[config.mk]
export PLATFORM = sky130hd
export DESIGN_NAME = alu_pipe_stage
export DESIGN_NICKNAME = d
export VERILOG_FILES = /design/src/rtl/alu_pipe_stage.sv
export SDC_FILE = /design/constraint.sdc
export NUM_CORES = 1
export LEC_CHECK = 0
export BUFFER_PORTS_ARGS = -buffer_cell sky130_fd_sc_hd__buf_2
export CORE_MARGIN = 2
export CORE_UTILIZATION = 41
export DETAILED_ROUTE_END_ITERATION = 12
export HOLD_SLACK_MARGIN = 0.12
export PLACE_DENSITY = 0.7
export RECOVER_POWER = 50
export SKIP_LAST_GASP = 1
export SYNTH_ARGS = -nofsm -noshare
export SYNTH_HDL_FRONTEND = slang
export SYNTH_SLANG_ARGS = --single-unit
[constraint.sdc]
create_clock -name clk -period 1.5 [get_ports clk]
set_clock_uncertainty 0.15 [all_clocks]
set_input_delay 0.45 -clock clk [delete_from_list [all_inputs] [get_ports clk]]
set_output_delay 0.45 -clock clk [all_outputs]
set_load 0.005 [all_outputs]
[src/rtl/alu_pipe_stage.sv]
// Two-stage valid/ready pipeline around an external combinational ALU.
// S1 registers operands/control for the ALU; S2 captures result and flags.
module alu_pipe_stage (
    input  logic       clk,
    input  logic       rst_n,
    input  logic       in_valid,
    output logic       in_ready,
    input  logic [3:0] in_a,
    input  logic [3:0] in_b,
    input  logic [3:0] in_op,
    output logic [3:0] alu_a,
    output logic [3:0] alu_b,
    output logic [3:0] alu_ctrl,
    input  logic [3:0] alu_result,
    input  logic       alu_carry,
    input  logic       alu_ovf,
    output logic       out_valid,
    input  logic       out_ready,
    output logic [3:0] out_result,
    output logic [4:0] out_flags,
    output logic [7:0] op_count
);

    logic       s1_valid_q, s1_valid_d;
    logic [3:0] alu_a_q, alu_a_d;
    logic [3:0] alu_b_q, alu_b_d;
    logic [3:0] alu_ctrl_q, alu_ctrl_d;
    logic       out_valid_q, out_valid_d;
    logic [3:0] out_result_q, out_result_d;
    logic [4:0] out_flags_q, out_flags_d;
    logic [7:0] op_count_q, op_count_d;

    logic s2_load;
    logic in_hs;
    logic out_hs;
    logic illegal;

    // S1 may refill in the same cycle it hands its contents to S2
    always_comb begin
        s2_load  = s1_valid_q & (~out_valid_q | out_ready);
        in_ready = ~s1_valid_q | s2_load;
        in_hs    = in_valid & in_ready;
        out_hs   = out_valid_q & out_ready;
        illegal  = (alu_ctrl_q > 4'b1011);
    end

    always_comb begin
        s1_valid_d = s1_valid_q;
        alu_a_d    = alu_a_q;
        alu_b_d    = alu_b_q;
        alu_ctrl_d = alu_ctrl_q;
        if (in_hs) begin
            s1_valid_d = 1'b1;
            alu_a_d    = in_a;
            alu_b_d    = in_b;
            alu_ctrl_d = in_op;
        end else if (s2_load) begin
            s1_valid_d = 1'b0;
        end
    end

    always_comb begin
        out_valid_d  = out_valid_q;
        out_result_d = out_result_q;
        out_flags_d  = out_flags_q;
        if (s2_load) begin
            out_valid_d  = 1'b1;
            out_result_d = alu_result;
            out_flags_d  = {illegal, alu_result[3], (alu_result == 4'd0),
                            alu_ovf, alu_carry};
        end else if (out_hs) begin
            out_valid_d = 1'b0;
        end
    end

    always_comb begin
        op_count_d = op_count_q;
        if (out_hs) begin
            op_count_d = op_count_q + 8'd1;
        end
    end

    always_ff @(posedge clk or negedge rst_n) begin
        if (!rst_n) begin
            s1_valid_q   <= 1'b0;
            alu_a_q      <= 4'd0;
            alu_b_q      <= 4'd0;
            alu_ctrl_q   <= 4'd0;
            out_valid_q  <= 1'b0;
            out_result_q <= 4'd0;
            out_flags_q  <= 5'd0;
            op_count_q   <= 8'd0;
        end else begin
            s1_valid_q   <= s1_valid_d;
            alu_a_q      <= alu_a_d;
            alu_b_q      <= alu_b_d;
            alu_ctrl_q   <= alu_ctrl_d;
            out_valid_q  <= out_valid_d;
            out_result_q <= out_result_d;
            out_flags_q  <= out_flags_d;
            op_count_q   <= op_count_d;
        end
    end

    assign alu_a      = alu_a_q;
    assign alu_b      = alu_b_q;
    assign alu_ctrl   = alu_ctrl_q;
    assign out_valid  = out_valid_q;
    assign out_result = out_result_q;
    assign out_flags  = out_flags_q;
    assign op_count   = op_count_q;

endmodule
==> metrics <==
sequential-to-total area share from yosys stat=slightly above 60%; Root Buffer=clkbuf_4; Finished Cell Area=about 1800 um^2; top cells by area, synth=dfrtp_1 61%, mux2_4 12%, mux2_2 9.1%; final setup vio count=2; initial DRC count=19; Worst Path Arrival=between 0.9 and 1 ns; Hold Slack=between 0.15 and 0.2 ns; Worst Tran Pin Value=0.645 ns; first-pass GRT wire length=between 4000 and 5000 um; Post-Layout Cell Count=192; CTS Buffer Depth=2; First-pass DRT Iterations=8; Area growth syn-to-layout=45.0%; layout cells sized above 1=64.6%; DR vias=~930; CP startpoint kind=flip-flop; Finished Core Util=a little under two thirds; post-synthesis instance area=roughly 1200 um^2; Hold WC Path Type=input port to flip-flop; CTS tree=yes; PD cells=1400 nW/um^2; setup TNS=-0.0553 ns; Yosys top cell area share=between 60% and 70%; combinational share of power=31.4%; chip height=58.9 um; # fillers=between 200 and 250; Pint=~1.8 mW; Max Freq=around 640 MHz; vias in the first global route=slightly above 900; Pleak=between 0.9 and 1 nW; most common cell after layout, fill and taps aside=buf_2; TritonCTS Buffers=5; grt total ovfl=0; status=finished, violations left; Final period util=103%; most frequent cells in the layout=52 x buf_2, 29 x dfrtp_1, 16 x buf_4, 10 x mux2_4, 10 x mux2_2; clock latency at the later pin of the worst-skew pair=0.32 ns; wire length per cell=between 10 and 15 um; max-cap violation count=0; count of different cell masters after synthesis=19; # clock sinks=30; Core ar.=~2800 um^2; Final WS setup=-0.0512 ns; CTS HTree Levels=2; CP max FO=4; post-route ant nets=0; Post-Synthesis Cells=82; CP Data Required Time=roughly 0.90 ns; post-detail-place hpwl=around 1800 um; Avg Cell Area, Syn=around 15 um^2; Sw Share=27.9%; Setup Crit Path Kind=flip-flop to output pin; effective utilization at floorplan=between 40% and 50%; Pwr Total=about 2.5 mW; Port Buffers=between 50 and 60; final worst path period need=between 1.5 and 2 ns; DP Worst Slack=-0.107 ns; sequential share of power=between 40% and 50%; wirelength, routed=between 2000 and 3000 um; nets=roughly 180; io pins=53; Max Slew Vio Count=0; Worst R2R Setup Slack=approximately 0.01 ns; Ys Warns=0; RSZ-0062 raised after global routing=true; Clk pwr share=between 20 and 30%; #FFs+latches synth=30; Worst slew margin=57.0%; Total GRT Usage=between 10% and 20%; DR DRC count=4; CP endpoint kind=output pin; largest net degree at the start of global routing=31; Final Hold Viols=0; largest area contributor in the netlist=dfrtp_1; Psw=0.701 mW; Post-Syn Nets=105; CTS clk-pin slew, worst paths=roughly 0.09 ns; VDD IR-drop max=between 0.9 and 1 mV; die area=3470 um^2; initial antenna violation count=0; # rows=19; n_diodes=0; failing checks=DRC, setup timing; Placer Congestion=between 0.7 and 0.8; vias per inst=between 4 and 5; Area after DPL=roughly 1600 um^2; # placed instances=about 170; die width=around 60 um
==> critical path: stages (launching register included) <==
cell,delay [ns]
dfrtp_2,0.45
nand3b_4,0.09
buf_6,0.09
==> power groups by stage <==
stage	registers, mW	clock network [mW]	logic, mW
global placement	1.14	0	0.554
global route	1.09	0.720	0.864
finish	1.07	0.652	0.791
detailed placement	1.15	0	0.567
floorplan	1.14	0	0.283
CTS	1.07	0.674	0.767
==> Yosys cell counts (all sizes together) <==
cell type	instances
nand2	7
nand2b	3
ha	1
dfrtp	30
nand3	3
xnor2	2
nor3	2
buf	2
xor2	5
nor4	2
nand3b	1
mux2	20
a21bo	1
nor2	2
nand4	1
==> flip-flops by register name, indices dropped and copies added (netlist names) <==
name and count:
alu_a 4, alu_b 4, alu_ctrl 4, op_count 8, out_flags 5, out_result 3
out_valid 1, s1_valid_q 1
==> kinds of logic after synthesis <==
group | Yosys count | share of synthesized area (%)
multiplexers | 20 | 21.3
flip-flops | 30 | 60.8
adder cells (fa/ha/maj) | 1 | 1.01
XOR/XNOR | 7 | 4.96
AO/OA/AOI/OAI | 1 | 0.811
AND/OR/NAND/NOR | 21 | 9.63
buffers and inverters | 2 | 1.52
==> area by class of cell <==
| class | instances | area, um^2 | share of cell area (%) |
|---|---|---|---|
| Sequential cell | 30 | 752 | 42.0 |
| Tap cell | 31 | 38.8 | 2.17 |
| Multi-Input combinational cell | 50 | 482 | 26.9 |
| Clock buffer | 6 | 51.3 | 2.87 |
| Clock inverter | 1 | 30.0 | 1.68 |
| Timing Repair Buffer | 74 | 437 | 24.4 |
==> worst paths after layout <==
path                             start          end  depth (start not counted)
min reg2reg                op_count[7]  op_count[7]                          1
max in group asynchronous        rst_n    out_valid                          3
max reg2reg                op_count[0]  op_count[6]                          5
max                          out_valid     in_ready                          2
min in group asynchronous        rst_n  alu_ctrl[3]                          3
min                            in_a[2]     alu_a[2]                          2
==> per-layer routing <==
layer	global-route usage [%]	wire length, um	vias up
li1	-	-	441
met1	20.6	1060	447
met2	26.0	1290	39
met3	4.62	184	7
met4	8.77	55	0
met5	0	0	-
==> what timing repair did <==
action	4_1_cts	5_1_grt
endpoints found under the hold margin	30	0
setup buffers	9	6
pin swaps	0	1
hold buffers	1	0
setup endpoints to repair	8	22
resized for setup	2	2
No activity file was read; power rests on OpenSTA's default activity.
